$ cat config.mk
export PLATFORM = sky130hd
export DESIGN_NAME = max_finder
export DESIGN_NICKNAME = d
export VERILOG_FILES = /design/src/rtl/max_finder.sv
export SDC_FILE = /design/constraint.sdc
export NUM_CORES = 1
export LEC_CHECK = 0
export CELL_PAD_IN_SITES_DETAIL_PLACEMENT = 1
export CELL_PAD_IN_SITES_GLOBAL_PLACEMENT = 1
export CORE_UTILIZATION = 39
export CTS_BUF_LIST = sky130_fd_sc_hd__clkbuf_8
export DETAILED_ROUTE_END_ITERATION = 16
export PLACE_DENSITY_LB_ADDON = 0.1
export SLEW_MARGIN = 20
export SYNTH_ARGS = -nofsm -noshare
export SYNTH_HDL_FRONTEND = slang
export SYNTH_SLANG_ARGS = --single-unit
$ cat constraint.sdc
create_clock -name clk -period 4.7 [get_ports clk]
set_input_delay 0.94 -clock clk [delete_from_list [all_inputs] [get_ports clk]]
set_output_delay 0.94 -clock clk [all_outputs]
set_load 0.05 [all_outputs]
$ cat src/rtl/max_finder.sv
// Per-frame peak search over a stream of match scores; reports the best pixel once per frame.
// Optional search window around the held peak is enabled with `define MAX_WINDOW_EN.
module max_finder #(
  parameter int SCORE_W       = 16,
  parameter int SEARCH_RADIUS = 64
) (
  input  logic               clk,
  input  logic               rst_n,
  input  logic               tracking_mode,
  input  logic               frame_start,
  input  logic               frame_end,
  input  logic               score_valid,
  input  logic [SCORE_W-1:0] score,
  input  logic [9:0]         x,
  input  logic [9:0]         y,
  output logic [9:0]         max_x,
  output logic [9:0]         max_y,
  output logic [SCORE_W-1:0] max_score,
  output logic               max_ready
);

  localparam logic [9:0] CENTER_X = 10'd320;
  localparam logic [9:0] CENTER_Y = 10'd240;

  typedef enum logic [1:0] {IDLE, ARMED, SCAN, REPORT} state_t;

  state_t             state;
  state_t             state_next;
  logic [9:0]         cand_x;
  logic [9:0]         cand_y;
  logic [SCORE_W-1:0] cand_score;
  logic               cand_found;
  logic [9:0]         cand_x_next;
  logic [9:0]         cand_y_next;
  logic [SCORE_W-1:0] cand_score_next;
  logic               cand_found_next;
  logic               eligible;
  logic               evaluate;
  logic               clear;

`ifdef MAX_WINDOW_EN
  localparam logic [10:0] RADIUS = 11'(SEARCH_RADIUS);

  // Absolute distance without wrap, so the window is naturally clamped at the frame edges.
  function automatic logic [10:0] dist(input logic [9:0] a, input logic [9:0] b);
    if (a >= b) dist = {1'b0, a} - {1'b0, b};
    else        dist = {1'b0, b} - {1'b0, a};
  endfunction

  assign eligible = (dist(x, max_x) <= RADIUS) && (dist(y, max_y) <= RADIUS);
`else
  assign eligible = 1'b1;
`endif

  always_comb begin
    state_next      = state;
    clear           = 1'b0;
    evaluate        = 1'b0;
    cand_x_next     = cand_x;
    cand_y_next     = cand_y;
    cand_score_next = cand_score;
    cand_found_next = cand_found;

    case (state)
      IDLE: begin
        if (tracking_mode) state_next = ARMED;
      end
      ARMED: begin
        if (!tracking_mode) begin
          state_next = IDLE;
        end else if (frame_start) begin
          state_next = SCAN;
          clear      = 1'b1;
          evaluate   = 1'b1;
        end
      end
      SCAN: begin
        if (!tracking_mode) begin
          state_next = IDLE;
        end else begin
          evaluate = 1'b1;
          clear    = frame_start;
        end
      end
      REPORT: state_next = ARMED;
      default: state_next = IDLE;
    endcase

    if (clear) begin
      cand_x_next     = '0;
      cand_y_next     = '0;
      cand_score_next = '0;
      cand_found_next = 1'b0;
    end

    // Strict greater-than keeps the earliest pixel in raster order on ties.
    if (evaluate && score_valid && eligible &&
        (!cand_found_next || (score > cand_score_next))) begin
      cand_x_next     = x;
      cand_y_next     = y;
      cand_score_next = score;
      cand_found_next = 1'b1;
    end

    // A restart in the same cycle as frame_end wins; the coincident score is already folded in.
    if ((state == SCAN) && tracking_mode && frame_end && !frame_start)
      state_next = cand_found_next ? REPORT : ARMED;
  end

  always_ff @(posedge clk) begin
    if (!rst_n) begin
      state      <= IDLE;
      cand_x     <= '0;
      cand_y     <= '0;
      cand_score <= '0;
      cand_found <= 1'b0;
      max_x      <= CENTER_X;
      max_y      <= CENTER_Y;
      max_score  <= '0;
      max_ready  <= 1'b0;
    end else begin
      state      <= state_next;
      cand_x     <= cand_x_next;
      cand_y     <= cand_y_next;
      cand_score <= cand_score_next;
      cand_found <= cand_found_next;
      max_ready  <= (state_next == REPORT);
      if (state_next == REPORT) begin
        max_x     <= cand_x_next;
        max_y     <= cand_y_next;
        max_score <= cand_score_next;
      end
    end
  end

endmodule

== Word level (Yosys, flattened, before mapping) ==
Cells that the tools add are included.

* Eq/ne operators: 4
* Muxes and demuxes: 21
* Order comparisons: 1
* Reductions and logical operators: 9

{| class="wikitable"
|+ Operators by type and width
! cell !! count
|-
| 2-to-1 mux 10 bit || 4
|-
| 2-to-1 mux 16 bit || 2
|-
| > comparator 16 bit || 1
|-
| 2-to-1 mux 2 bit || 6
|-
| case mux 2 bit (4 select lines) || 1
|-
| == test 2 bit, second input constant || 3
|-
| 2-to-1 mux 1 bit || 6
|-
| logical AND 1 bit || 5
|-
| case mux 1 bit (2 select lines) || 2
|-
| == test 2 x 1 -> 1 bit, second input constant || 1
|-
| zero test 1 bit || 2
|-
| zero test 2 bit || 1
|-
| logical OR 1 bit || 1
|}

* Input port bits: 42
* Output and inout bits: 37
* Flip-flop bits (word level): 76
* Word-level logic and storage cells: 44

== Logic depth before layout (Yosys ltp) ==
Gate-level depths: netlist of the first run.

* Depth in word-level cells: 11
* Gate-level depth with buffers: 15
* Mapped depth without buffers: 11

== Worst setup path before layout of the first run ==
Ideal clock, no wire load.

* Path kind: input -> register
* Start point: input tracking_mode
* End point: register max_score[10]
* Arrival: 3.704 ns
* Buffers on the path: 4
* Setup slack: 0.927 ns
* Stages on the path: 13
* Library setup time: 0.069 ns
* Required time: 4.631 ns
* Path through: nand3_1 clkbuf_1 buf_1 nand2_1 ha_1 nand4_2 or4_1 o31ai_1 a41o_1 buf_6 buf_12 mux2_4 o21ai_1

* Word-level cells in the longest chain between the ends: 10
* Elaborated cells on any way between the ends: 24
* Classes of those cells: order compare (1); eq/ne (1); mux (15); reduce/logical (7)

{| class="wikitable"
|+ Ends and longest elaborated chain
! element !! RTL line !! source
|-
| start, declared || 9 || <nowiki>input logic tracking_mode,</nowiki>
|-
| 2-to-1 mux 1 bit, on equally long branches || 78, 69 ||
|-
| case mux 1 bit (2 select lines) || 64 || <nowiki>case (state)</nowiki>
|-
| 2-to-1 mux 16 bit or 2-to-1 mux 1 bit (tied branches) || 89 || <nowiki>if (clear) begin</nowiki>
|-
| > comparator 16 bit or zero test 1 bit (tied branches) || 98 || <nowiki>(!cand_found_next || (score > cand_score_next))) begin</nowiki>
|-
| logical OR 1 bit || 98 ||
|-
| logical AND 1 bit || 97 || <nowiki>if (evaluate && score_valid && eligible &&</nowiki>
|-
| 2-to-1 mux 1 bit || 97 ||
|-
| 2-to-1 mux 2 bit || 107 || <nowiki>state_next = cand_found_next ? REPORT : ARMED;</nowiki>
|-
| 2-to-1 mux 2 bit || 106 || <nowiki>if ((state == SCAN) && tracking_mode && frame_end && !frame_start)</nowiki>
|-
| == test 2 bit || 128 || <nowiki>if (state_next == REPORT) begin</nowiki>
|-
| end signal, assigned || 131 || <nowiki>max_score <= cand_score_next;</nowiki>
|-
| end, declared || 18 || <nowiki>output logic [SCORE_W-1:0] max_score,</nowiki>
|}

Several ways; a longest one is shown, not always the timed one.
A chain may end at the register's enable or synchronous reset.

== Worst setup path in the final report of the first run ==
* Start point: input tracking_mode
* End point: register max_score[5]

Same word-level chain as after synthesis.

==> run metrics, run 1 <==
status completed; Hold Crit Class reg2reg; global-route wire length before repair 14.1 mm; syn avg cell area 9.40 sq um; clock share of power 46.4%; register area 0.00152 sq mm; share of cells above drive strength 1 10.3%; type of the worst setup path in2reg; async set or reset register ratio after synthesis 0%; crit path DAT 4.29 ns; register area share after synthesis 44.6%; Slew HR 47.5%; clock skew 0.0111 ns; Setup crit end kind flip-flop; Crit Path Max Fanout 21; R2R Path Start state[0]; detailed-route via count 2764; Clock Latency Late Sink 0.35 ns; num rows 33; FMAX 0.249 GHz; Core ar. 0.00834 sq mm; die width 95.6 microns; post-synthesis cell count 363; hold depth 2; Final Wtd Congestion 0.739; Clock Sinks 76; Worst setup SP type primary input; static leakage 1.91 nW; cts repair resizes 0; synthesized cell area 0.00341 sq mm; area taken by multi-input logic gates 0.00172 sq mm; largest net degree at the start of global routing 30; TritonCTS buffer count 9; final wirelength 8.67 mm; Setup TNS 0 ns; Die Y 95.6 microns; Post-CTS Repair Setup Buffers 0; HPWL after detailed placement 6.04 mm; Max IR drop VDD 0.158 mV; H-tree levels 3; port bufs 78; worst-case reg-to-reg path depth 13; placed instance area 0.00429 sq mm; P_sw 0.306 mW; met3 Track Usage GR 4.39%; switching share of power 21.6%; Post-synth EDFFs 0; grt total ovfl 0; worst reg2reg path endpoint max_score[5]; clk buf depth 2; Final Cell Area 0.00455 sq mm; M2 GR Usage 36.2%; die area 0.00913 sq mm; vias per cell 5.02; final number of hold-violating endpoints 0; ant diodes 0; #FFs+latches synth 76; ys flop type dfxtp_1; initial antenna violation count 0; initial DRC count 66; part of the power in combinational logic 7.8%; YS warnings 0; number of fill cells 956; Initial Utilization 40.9%; root buf cell clkbuf_8; Syn Nets 425; endpoints failing setup 0; final net count 504; Synth-to-Final Area Change 33.4%; GRT Total Usage 20.6%; Hold Path End max_score[7]; Max Slew Vio Count 0; Hold Slack 0.454 ns; post-layout min period 4.02 ns; hold buffers post-CTS 0; CTS tree built; Final ANT Viol Nets 0; gr busiest metal met2; Avg WL per Cell 15.7 microns; Worst Hold Launch max_score[7]; io pins 79; number of global-route vias before repair 2891; PwrDens 311 mW/mm^2; P_int 1.11 mW; GR Util met1 24.7%; residual DRC count 0; r2r setup slk 0.96 ns; MaxCap Viol Count 0; clock transition at the registers of the reported paths 0.08 ns; Final Cycle Share 85.6%; Distinct cells, synth 35; sequential share of power 45.8%; RSZ-0062 raised after global routing false; first-pass iteration count of the detailed router 4; CP required 4.97 ns; Tightest Pin Transition 0.786 ns
## metal layers
metal	wire length (microns)	share of wire, %
met1	3950	46
met2	4280	49
met3	312	3.6
met4	122	1.4
met5	0	0
## cells in the final DEF, fill, tap and decap left out, drive strengths merged, types with 2 or more instances in the layout
| cell type | n |
|---|---|
| dfxtp | 76 |
| and2 | 22 |
| a21oi | 13 |
| clkbuf | 9 |
| bufinv | 4 |
| nand4 | 4 |
| nand3 | 3 |
| nor2b | 46 |
| o211ai | 2 |
| clkdlybuf4s50 | 78 |
| nor2 | 4 |
| o21ai | 32 |
| mux2i | 21 |
| buf | 8 |
| mux2 | 15 |
| clkinv | 2 |
| inv | 21 |
| a21o | 2 |
| ha | 20 |
| nand2 | 52 |
## registers in the layout, summed over array words and instances, names as in the netlist
name / flops
cand_score: 16
max_x: 10
cand_found: 1
state: 2
max_ready: 1
cand_x: 10
cand_y: 10
max_score: 16
max_y: 10
## power groups by stage
stage	clock network [mW]	registers, mW	logic [mW]
global placement	0	0.664	0.109
floorplan	0	0.665	0.0517
detailed placement	0	0.665	0.111
finish	0.657	0.650	0.111
CTS	0.666	0.649	0.113
global route	0.695	0.650	0.122
## worst max path at each step
stage	from	to	slack (ns)	depth (start not counted)
after detailed placement	tracking_mode	max_score[5]	0.32	12
after global placement	tracking_mode	max_y[7]	0.50	12
after CTS	tracking_mode	max_score[5]	0.66	12
final	tracking_mode	max_score[5]	0.68	12
after global routing	tracking_mode	max_score[6]	0.45	12
after floorplan	tracking_mode	max_score[10]	0.93	13
## metrics by stage
stage                     instances  power (mW)  util, %  worst slack (ns)
after floorplan                 363       0.717        -             0.927
after global placement          536       0.774     51.5             0.497
after detailed placement        536       0.776     51.5             0.318
after CTS                       551        1.43     54.6             0.663
after global routing            551        1.47     54.6             0.452
final                           551        1.42     54.6             0.678
## cell type report
class / count / share of cell area [%]
Inverter: 21 / 1.73
Clock inverter: 6 / 3.02
Multi-Input combinational cell: 248 / 37.8
Timing Repair Buffer: 86 / 18.5
Sequential cell: 76 / 33.4
Tap cell: 105 / 2.89
Clock buffer: 9 / 2.72
## critical path, stage by stage
cell	delay (ns)
clkdlybuf4s50_1	0.51
nand3_1	0.15
buf_4	0.25
nand2_1	0.13
ha_1	0.32
nand4_2	0.14
or4_1	0.58
o31ai_1	0.28
a41o_2	0.15
buf_4	0.28
mux2_2	0.38
o21ai_0	0.17
## synthesized netlist by cell type, types with 6 or more instances
library cell  count  area share, %
mux2i_1          21            6.2
inv_1            21            2.3
mux2_4            9            4.0
nor2b_1          46            8.4
a21oi_1          13            1.9
mux2_2            6            2.0
dfxtp_1          76             45
clkbuf_1         13            1.4
o21ai_0          23            3.4
ha_1             20            7.3
and2_1           22            4.0
nand2_1          52            5.7
## kinds of logic after synthesis
group | share of synthesized area, %
AND/OR/NAND/NOR | 21.2
buffers and inverters | 5.43
adder cells (fa/ha/maj) | 7.33
multiplexers | 12.1
AO/OA/AOI/OAI | 9.38
flip-flops | 44.6
No activity file was read; power rests on OpenSTA's default activity.
==> run 2, diff against run 1 <==
--- a/config.mk
+++ b/config.mk
@@ -5,11 +5,13 @@
 export SDC_FILE = /design/constraint.sdc
 export NUM_CORES = 1
 export LEC_CHECK = 0
+export CAP_MARGIN = 20
 export CELL_PAD_IN_SITES_DETAIL_PLACEMENT = 1
 export CELL_PAD_IN_SITES_GLOBAL_PLACEMENT = 1
 export CORE_UTILIZATION = 39
 export CTS_BUF_LIST = sky130_fd_sc_hd__clkbuf_8
 export DETAILED_ROUTE_END_ITERATION = 16
+export GPL_ROUTABILITY_DRIVEN = 0
 export PLACE_DENSITY_LB_ADDON = 0.1
 export SLEW_MARGIN = 20
 export SYNTH_ARGS = -nofsm -noshare
==> results of run 2 <==
Final layout, timing and power as in run 1 (identical DEF).
